<file path="src/rtl/alu_pkg.sv">
// Shared definitions for the ALU sequencer: state encoding, ALU opcodes and
// default bus widths used by the controller, benches and command sources.
package alu_pkg;

  localparam int WIDTH_DEF = 16;
  localparam int OPW_DEF   = 4;

  localparam logic [2:0] S_IDLE   = 3'd0;
  localparam logic [2:0] S_LOAD_A = 3'd1;
  localparam logic [2:0] S_LOAD_B = 3'd2;
  localparam logic [2:0] S_EXEC   = 3'd3;
  localparam logic [2:0] S_DONE   = 3'd4;

  localparam logic [3:0] OP_ADD   = 4'h0;
  localparam logic [3:0] OP_SUB   = 4'h1;
  localparam logic [3:0] OP_AND   = 4'h2;
  localparam logic [3:0] OP_OR    = 4'h3;
  localparam logic [3:0] OP_XOR   = 4'h4;
  localparam logic [3:0] OP_NOT   = 4'h5;
  localparam logic [3:0] OP_SHL   = 4'h6;
  localparam logic [3:0] OP_SHR   = 4'h7;
  localparam logic [3:0] OP_INC   = 4'h8;
  localparam logic [3:0] OP_DEC   = 4'h9;
  localparam logic [3:0] OP_NAND  = 4'hA;
  localparam logic [3:0] OP_NOR   = 4'hB;
  localparam logic [3:0] OP_XNOR  = 4'hC;
  localparam logic [3:0] OP_PASSA = 4'hD;
  localparam logic [3:0] OP_PASSB = 4'hE;
  localparam logic [3:0] OP_ZERO  = 4'hF;

endpackage

</file>
<file path="src/rtl/alu_phase_timer.sv">
// Loadable down-counter; done is high during the last cycle of a phase.
module alu_phase_timer #(
  parameter int TW = 2
) (
  input  logic          clk,
  input  logic          rst_n,
  input  logic          load,
  input  logic [TW-1:0] load_val,
  output logic          done
);

  logic [TW-1:0] count;

  // NOTE: sequential state uses <= so every flop samples pre-edge values.
  always_ff @(posedge clk or negedge rst_n) begin
    if (!rst_n)
      count <= '0;
    else if (load)
      count <= load_val;
    else if (count != '0)
      count <= count - TW'(1);
  end

  assign done = (count == '0);

endmodule

</file>
<file path="src/rtl/alu_seq_ctrl.sv">
// Sequences one command into the ALU's switches/mode load interface and
// returns the settled result over a valid/ready response channel.
module alu_seq_ctrl
  import alu_pkg::*;
#(
  parameter int WIDTH         = WIDTH_DEF,
  parameter int OPW           = OPW_DEF,
  parameter int LOAD_CYCLES   = 2,
  parameter int SETTLE_CYCLES = 2,
  parameter int CNT_W         = 16
) (
  input  logic             clk,
  input  logic             rst_n,
  input  logic             cmd_valid,
  output logic             cmd_ready,
  input  logic [WIDTH-1:0] cmd_a,
  input  logic [WIDTH-1:0] cmd_b,
  input  logic [OPW-1:0]   cmd_opcode,
  input  logic             cmd_reuse_a,
  output logic [WIDTH-1:0] alu_switches,
  output logic             alu_mode,
  output logic [OPW-1:0]   alu_opcode,
  input  logic [WIDTH-1:0] alu_out,
  input  logic             alu_cout,
  input  logic             alu_zero,
  output logic             rsp_valid,
  input  logic             rsp_ready,
  output logic [WIDTH-1:0] rsp_result,
  output logic             rsp_cout,
  output logic             rsp_zero,
  output logic             busy,
  output logic [CNT_W-1:0] op_count
);

  localparam int PH_MAX = (LOAD_CYCLES > SETTLE_CYCLES) ? LOAD_CYCLES : SETTLE_CYCLES;
  localparam int TW     = $clog2(PH_MAX) + 1;
  localparam logic [TW-1:0] LOAD_VAL   = TW'(LOAD_CYCLES - 1);
  localparam logic [TW-1:0] SETTLE_VAL = TW'(SETTLE_CYCLES - 1);

  logic [2:0]       state, state_next;
  logic             a_loaded;
  logic [WIDTH-1:0] hold_b;
  logic             t_load, t_done;
  logic [TW-1:0]    t_val;

  assign cmd_ready = (state == S_IDLE);
  assign busy      = (state != S_IDLE);

  // The timer is reloaded on every entry into a timed state.
  // NOTE: every always_comb output gets a default first so no latch is inferred.
  always_comb begin
    state_next = state;
    t_load     = 1'b0;
    t_val      = LOAD_VAL;
    case (state)
      S_IDLE: if (cmd_valid && cmd_ready) begin
        t_load     = 1'b1;
        state_next = (cmd_reuse_a && a_loaded) ? S_LOAD_B : S_LOAD_A;
      end
      S_LOAD_A: if (t_done) begin
        t_load     = 1'b1;
        state_next = S_LOAD_B;
      end
      S_LOAD_B: if (t_done) begin
        t_load     = 1'b1;
        t_val      = SETTLE_VAL;
        state_next = S_EXEC;
      end
      S_EXEC:  if (t_done) state_next = S_DONE;
      S_DONE:  if (rsp_ready) state_next = S_IDLE;
      default: state_next = S_IDLE;
    endcase
  end

  alu_phase_timer #(.TW(TW)) u_timer (
    .clk      (clk),
    .rst_n    (rst_n),
    .load     (t_load),
    .load_val (t_val),
    .done     (t_done)
  );

  // ALU-facing outputs are set on phase entry and otherwise hold their value.
  // NOTE: all state here is control/datapath flops, not memory, so all are reset.
  always_ff @(posedge clk or negedge rst_n) begin
    if (!rst_n) begin
      state        <= S_IDLE;
      a_loaded     <= 1'b0;
      hold_b       <= '0;
      alu_switches <= '0;
      alu_mode     <= 1'b0;
      alu_opcode   <= '0;
      rsp_valid    <= 1'b0;
      rsp_result   <= '0;
      rsp_cout     <= 1'b0;
      rsp_zero     <= 1'b0;
      op_count     <= '0;
    end else begin
      state <= state_next;
      case (state)
        S_IDLE: if (cmd_valid && cmd_ready) begin
          hold_b     <= cmd_b;
          alu_opcode <= cmd_opcode;
          if (state_next == S_LOAD_A) begin
            alu_mode     <= 1'b0;
            alu_switches <= cmd_a;
          end else begin
            alu_mode     <= 1'b1;
            alu_switches <= cmd_b;
          end
        end
        S_LOAD_A: if (t_done) begin
          a_loaded     <= 1'b1;
          alu_mode     <= 1'b1;
          alu_switches <= hold_b;
        end
        S_EXEC: if (t_done) begin
          rsp_result <= alu_out;
          rsp_cout   <= alu_cout;
          rsp_zero   <= alu_zero;
          rsp_valid  <= 1'b1;
        end
        S_DONE: if (rsp_ready) begin
          rsp_valid <= 1'b0;
          op_count  <= op_count + CNT_W'(1);
        end
        default: ;
      endcase
    end
  end

endmodule

</file>
<file path="config.mk">
export PLATFORM = sky130hd
export DESIGN_NAME = alu_seq_ctrl
export DESIGN_NICKNAME = d
export VERILOG_FILES = /design/src/rtl/alu_pkg.sv /design/src/rtl/alu_phase_timer.sv /design/src/rtl/alu_seq_ctrl.sv
export SDC_FILE = /design/constraint.sdc
export NUM_CORES = 1
export LEC_CHECK = 0
export ABC_AREA = 1
export BUFFER_PORTS_ARGS = -buffer_cell sky130_fd_sc_hd__clkbuf_2
export CELL_PAD_IN_SITES_DETAIL_PLACEMENT = 1
export CELL_PAD_IN_SITES_GLOBAL_PLACEMENT = 2
export CORE_MARGIN = 3
export CORE_UTILIZATION = 32
export DETAILED_ROUTE_END_ITERATION = 16
export GPL_TIMING_DRIVEN = 0
export PLACE_DENSITY = 0.89
export SYNTH_ARGS = -nofsm -noshare
export SYNTH_HDL_FRONTEND = slang
export SYNTH_SLANG_ARGS = --single-unit
</file>
<file path="constraint.sdc">
create_clock -name clk -period 3.7 [get_ports clk]
set_input_delay 0.37 -clock clk [delete_from_list [all_inputs] [get_ports clk]]
set_output_delay 0.37 -clock clk [all_outputs]
set_load 0.02 [all_outputs]
</file>
==> impl_metrics.ini, run 1 <==
[run_status]
outcome = finished clean

[synth]
muxShareOfSynthArea = 0.0779
synth_area_leaders = dfrtp_1 (54%), nand2_1 (10%), mux2_2 (7.8%)
syn_area_per_cell_um2 = 9.11
yosysSeqAreaShare = 0.540
synth_compound_area_frac = 0.0505
yosysUniqueCellTypes = 27
synth-adder-area-share = 0.00692
synth.largest_area_cell = dfrtp_1
synthCells = 397
ys_ff_latch = 78
synth_top_family_by_area = simple AND/OR/NAND/NOR gates
synth_nets = 458
yosysWarnings = 0
synth_simple_gate_area_frac = 0.238
synth_top_area_share = 0.540
yosys.area_share.xor_xnor = 0.0315
syn_area_um2 = 3620

[detailed_routing]
routed_wl_um = 10500
drt_iter0_drc = 120
wl_per_cell_um = 15.6
num_vias = 3185
drtAntennaViolNets = 0
first_pass_iters = 4
post-route-drc-count = 0
via_per_inst = 4.75

[sta]
finalMaxSlewViolations = 0
layout_setup_ws_ps = 1640
skew_ps = 6.99
fin_crit_ps = 2060
maxSlewHeadroom = 0.644
rsz0062_at_grt = false
worstMarginPinSlew_ps = 535
fin_tns_setup_ps = 0
period_share = 0.557
max_freq_ghz = 0.485
finalHoldViolCount = 0
setup_viol = 0
hold-worst-slack_ps = 250

[global_routing]
grt_pass1_vias = 3540
grt_pass1_wl_um = 17500
groute.usage.overall = 0.172
grt_overflow = 0
antenna_found_initial = 0
grt_max_degree = 61

[cts]
cts_root_buf = clkbuf_16
clock_sinks = 78
cts_inserted_buffers = 9
clockBufferDepth = 2
postCtsResizedCells = 0
postCtsSetupBuffers = 0
cts.htree.levels = 3
clk_latency_ps = 330
clk_pin_slew_worst_paths_ps = 60
cts_tree = built

[place]
dp_slack_ps = 1660
routabilityCongestion = 0.760
dp_hpwl_um = 7870
portBuffers = 116

[power_and_ir_drop]
ir_drop_uv = 317
p_per_area_nw_per_um2 = 937
p_total_mw = 4.43
power_leakage_nw = 2.51

[final_layout]
drive_gt1_frac = 0.345
diodes = 0
area_growth_syn_to_layout_pct = 30.7
final_common_cell = clkbuf_2
final_cell_mix = clkbuf_2 (115), nand2_1 (98), dfrtp_1 (78)
fillers = 1336
nNetsFinal = 587
fin_util = 0.432

[critical_path]
r2r-end = alu_switches[1]$_DFFE_PN0P_
worst_r2r_path_depth = 12
crit_path_max_incr_delay_ps = 380
crit_type = reg -> reg
crit_path_start_kind = flip-flop
cp_data_arrival_time_ps = 2330
r2r_slack_ps = 1640
crit_required_ps = 3970
endpoint_kind = flip-flop
crit_slowest_cell = dfrtp_1
crit_path_max_fanout = 10
critPathMostFrequentCell = nand2_1
reg2reg_from = u_timer.count[0]$_DFFE_PN0P_
cp_cell_sequence = inv_1 > ha_1 > buf_2 > inv_1 > o21ai_1 > nand2_1 > nor2_4 > buf_2 > nand3_1 > nand3_1 > nand2_1 > nand2_1

[die]
die_w_um = 112
die_h_um = 112
core_um2 = 10900
io_pins = 117
std_cell_rows = 38
dieArea_um2 = 12600
start_util = 0.331

[worst_hold_path]
holdPathEnd = state[2]$_DFF_PN0_
whs_path_depth = 2
min_path_type = in -> reg
min_from = rsp_ready

[run]
cap_violations = 0
==> cell usage after synthesis (all sizes together) <==
cell type	n
nand2	101
buf	11
nor3	4
inv	33
dfrtp	78
xnor2	5
clkbuf	5
ha	2
nand4	5
o21ai	8
a21oi	27
mux2	25
nand3	43
nor2	40
o21a	1
xor2	8
and2	1
==> registers in the layout, indices dropped and copies added (netlist names) <==
signal / cells
rsp_cout: 1
alu_switches: 16
alu_opcode: 4
alu_mode: 1
state: 3
rsp_valid: 1
hold_b: 16
rsp_result: 16
u_timer.count: 2
op_count: 16
rsp_zero: 1
a_loaded: 1
==> through the flow <==
stage / cell area [µm²] / std cells
global route: 4730 / 671
CTS: 4730 / 671
floorplan: 3620 / 397
global placement: 4370 / 653
finish: 4730 / 671
detailed placement: 4400 / 654
==> critical path: cells and delay by family, from the launching register on <==
family	cells	cell delay (ps)
buffers and inverters	4	650
adders and majority gates	1	130
and+or+nand+nor	6	710
DFF	1	380
AOI/OAI and AO/OA	1	140
==> power breakdown <==
part | leakage [nW] | internal, mW | switching (mW)
clock network | 0.152 | 0.590 | 0.360
logic | 1.43 | 0.705 | 1.33
registers | 0.925 | 1.23 | 0.215
total | 2.51 | 2.52 | 1.91
==> logic make-up (layout without fill, tap and decap cells) <==
group / after synthesis / in the layout
buffers and inverters: 49 / 183
DFF: 78 / 78
xor gates and xnor gates: 13 / 13
adders and majority gates: 2 / 2
and+or+nand+nor: 194 / 194
AOI/OAI and AO/OA: 36 / 36
muxes: 25 / 25
==> worst max path at each step <==
stage | start | to | slack [ps] | cells past startpoint
after CTS | u_timer.count[0]$_DFFE_PN0P_ | alu_switches[1]$_DFFE_PN0P_ | 1630 | 12
after global placement | rst_n | rsp_result[2]$_DFFE_PN0P_ | 1400 | 1
after global routing | u_timer.count[0]$_DFFE_PN0P_ | alu_switches[6]$_DFFE_PN0P_ | 1410 | 14
after detailed placement | u_timer.count[0]$_DFFE_PN0P_ | alu_switches[1]$_DFFE_PN0P_ | 1660 | 12
after floorplan | u_timer.count[0]$_DFFE_PN0P_ | alu_switches[0]$_DFFE_PN0P_ | 1990 | 14
final | u_timer.count[0]$_DFFE_PN0P_ | alu_switches[1]$_DFFE_PN0P_ | 1640 | 12
==> repair_timing <==
action	CTS	global route
hold buffers	1	0
endpoints found under the hold margin	18	0
setup endpoints to repair	0	0
==> cell type report <==
cell class	instances	area, µm²	share of cell area
Sequential cell	78	1950	0.413
Inverter	33	124	0.0262
Timing Repair Buffer	118	621	0.131
Clock buffer	10	229	0.0484
Clock inverter	6	86.3	0.0183
Multi-Input combinational cell	270	1470	0.310
Buffer	16	75.1	0.0159
Tap cell	140	175	0.0371
==> per-layer routing <==
metal	wire [µm]	track usage	vias to the layer above
li1	-	-	1538
met1	4500	0.209	1560
met2	5290	0.305	72
met3	475	0.0340	15
met4	181	0.0609	0
met5	0	0	-
Power figures use the tool's default switching activity.
==> inputs of run 2 (changes only) <==
--- a/config.mk
+++ b/config.mk
@@ -10,10 +10,10 @@
 export CELL_PAD_IN_SITES_DETAIL_PLACEMENT = 1
 export CELL_PAD_IN_SITES_GLOBAL_PLACEMENT = 2
 export CORE_MARGIN = 3
-export CORE_UTILIZATION = 32
+export CORE_UTILIZATION = 27
 export DETAILED_ROUTE_END_ITERATION = 16
 export GPL_TIMING_DRIVEN = 0
-export PLACE_DENSITY = 0.89
+export PLACE_DENSITY = 0.81
 export SYNTH_ARGS = -nofsm -noshare
 export SYNTH_HDL_FRONTEND = slang
 export SYNTH_SLANG_ARGS = --single-unit
==> constraint.sdc (replaced) <==
create_clock -name clk -period 1.79 [get_ports clk]
set_input_delay 0.179 -clock clk [delete_from_list [all_inputs] [get_ports clk]]
set_output_delay 0.179 -clock clk [all_outputs]
set_load 0.02 [all_outputs]
==> run 2 against run 1 <==
Net effect:
- sequential power up 110%
- worst hold slack lost 210 ps
- first-iteration DRC count grew 7.5%
- register-to-register slack lost 1600 ps
- sequential cell count unchanged
- wire length is 7.3% higher
- cell area is 5.7% higher
==> impl_metrics.ini, run 2 (same netlist as run 1, synthesis figures left out) <==
[run_status]
outcome = finished clean

[power_and_ir_drop]
p_total_mw = 9.79
power_leakage_nw = 2.61
netSwitchingPower_mw = 4.16
ir_drop_uv = 728
intPower_mw = 5.63
combPwrFrac = 0.491
swShare = 0.425
p_per_area_nw_per_um2 = 1960
power_frac_clock = 0.202
seq_power_share = 0.306

[final_layout]
fin_util = 0.388
finalInstanceArea_um2 = 5000
fin_cells = 718
multiInputGateArea_um2 = 1530
final_common_cell = clkbuf_2
area_growth_syn_to_layout_pct = 38.2
diodes = 0
final-seq-area_um2 = 1950
drive_gt1_frac = 0.396
nNetsFinal = 602
fillers = 1523
final_cell_mix = clkbuf_2 (119), nand2_1 (93), dfrtp_1 (78)

[detailed_routing]
drtAntennaViolNets = 0
drt_iter0_drc = 129
first_pass_iters = 4
wl_per_cell_um = 15.6
routed_wl_um = 11200
post-route-drc-count = 0
via_per_inst = 4.47
num_vias = 3211

[critical_path]
crit_path_start_kind = flip-flop
r2r-end = alu_switches[14]$_DFFE_PN0P_
cp_data_arrival_time_ps = 1990
crit_type = reg -> reg
endpoint_kind = flip-flop
crit_path_max_fanout = 10
reg2reg_from = state[0]$_DFF_PN0_
worst_r2r_path_depth = 10
crit_required_ps = 2030
r2r_slack_ps = 40

[global_routing]
grt_pass1_wl_um = 17900
grtUsageMet2 = 0.265
use_met3 = 0.0608
grt_max_degree = 49
groute.usage.overall = 0.157
grt_overflow = 0
antenna_found_initial = 0
top_usage_layer = met2
grt_pass1_vias = 3552
grtUsageMet1 = 0.185

[worst_hold_path]
holdPathEnd = state[2]$_DFF_PN0_
whs_path_depth = 2
min_path_type = in -> reg
min_from = rsp_ready

[place]
dp_slack_ps = -273
place_area_um2 = 4440
dp_cells = 686
routabilityCongestion = 0.748
dp_hpwl_um = 7980
portBuffers = 116

[cts]
clk_pin_slew_worst_paths_ps = 60
cts_root_buf = clkbuf_16
clock_sinks = 78
clk_latency_ps = 350
cts_inserted_buffers = 9
clockBufferDepth = 2
cts_tree = built
cts.htree.levels = 3

[sta]
skew_ps = 8.96
finalHoldViolCount = 0
maxSlewHeadroom = 0.661
hold-worst-slack_ps = 41.2
setup_viol = 0
fin_tns_setup_ps = 0
worstMarginPinSlew_ps = 508
period_share = 0.977
fin_crit_ps = 1750
max_freq_ghz = 0.572
layout_setup_ws_ps = 40.8
finalMaxSlewViolations = 0
rsz0062_at_grt = true

[die]
core_um2 = 12900
start_util = 0.281
std_cell_rows = 41
dieArea_um2 = 14800
die_w_um = 122
die_h_um = 122
io_pins = 117

[run]
cap_violations = 0
-- run 2: power groups by stage --
stage | combinational, mW | sequential (mW) | clock [mW]
after CTS | 4.63 | 2.99 | 2.07
after global placement | 4.14 | 2.98 | 0
after global routing | 5.32 | 3.10 | 2.13
final | 4.81 | 3.00 | 1.98
after detailed placement | 4.26 | 3.02 | 0
after floorplan | 2.22 | 3.59 | 0
-- run 2: area by class of cell --
cell class / count / area share
Timing Repair Buffer: 135 / 0.155
Clock inverter: 6 / 0.0173
Multi-Input combinational cell: 270 / 0.306
Buffer: 14 / 0.0175
Sequential cell: 78 / 0.390
Tap cell: 172 / 0.0431
Clock buffer: 10 / 0.0458
Inverter: 33 / 0.0248
-- run 2: layer usage --
| layer | part of all wire | wire length (µm) |
|---|---|---|
| met3 | 0.063 | 712 |
| met4 | 0.013 | 144 |
| met2 | 0.50 | 5570 |
| met5 | 0 | 0 |
| met1 | 0.43 | 4790 |
-- run 2: how the worst max path moves through the flow --
stage                                             from                            to  slack (ps)  cells after the start
final                               state[0]$_DFF_PN0_  alu_switches[14]$_DFFE_PN0P_          40                     10
after global routing                state[0]$_DFF_PN0_  alu_switches[14]$_DFFE_PN0P_         -90                     10
after CTS                 u_timer.count[0]$_DFFE_PN0P_  alu_switches[13]$_DFFE_PN0P_         -20                     15
after detailed placement  u_timer.count[0]$_DFFE_PN0P_  alu_switches[13]$_DFFE_PN0P_        -270                     14
after global placement                           rst_n     rsp_result[6]$_DFFE_PN0P_        -330                      1
after floorplan           u_timer.count[0]$_DFFE_PN0P_   alu_switches[0]$_DFFE_PN0P_          80                     14
-- run 2: what timing repair did --
item                                    4_1_cts  5_1_grt
gates cloned                                  0        1
endpoints found under the setup margin       25       38
hold endpoints to repair                     30        0
gates resized for setup                      14       20
buffers inserted                             13        3
hold buffers                                  1        0
pin swaps                                     7        7
-- run 2: critical path: stages, from the launching register on --
cell     delay [ps]
dfrtp_1         360
buf_2           180
nor2_4          130
nand3_2         210
nor2_2          200
nor2_4           80
buf_4           180
nand3_1         110
nand3_2          80
nand2_2          70
nand2_1          50
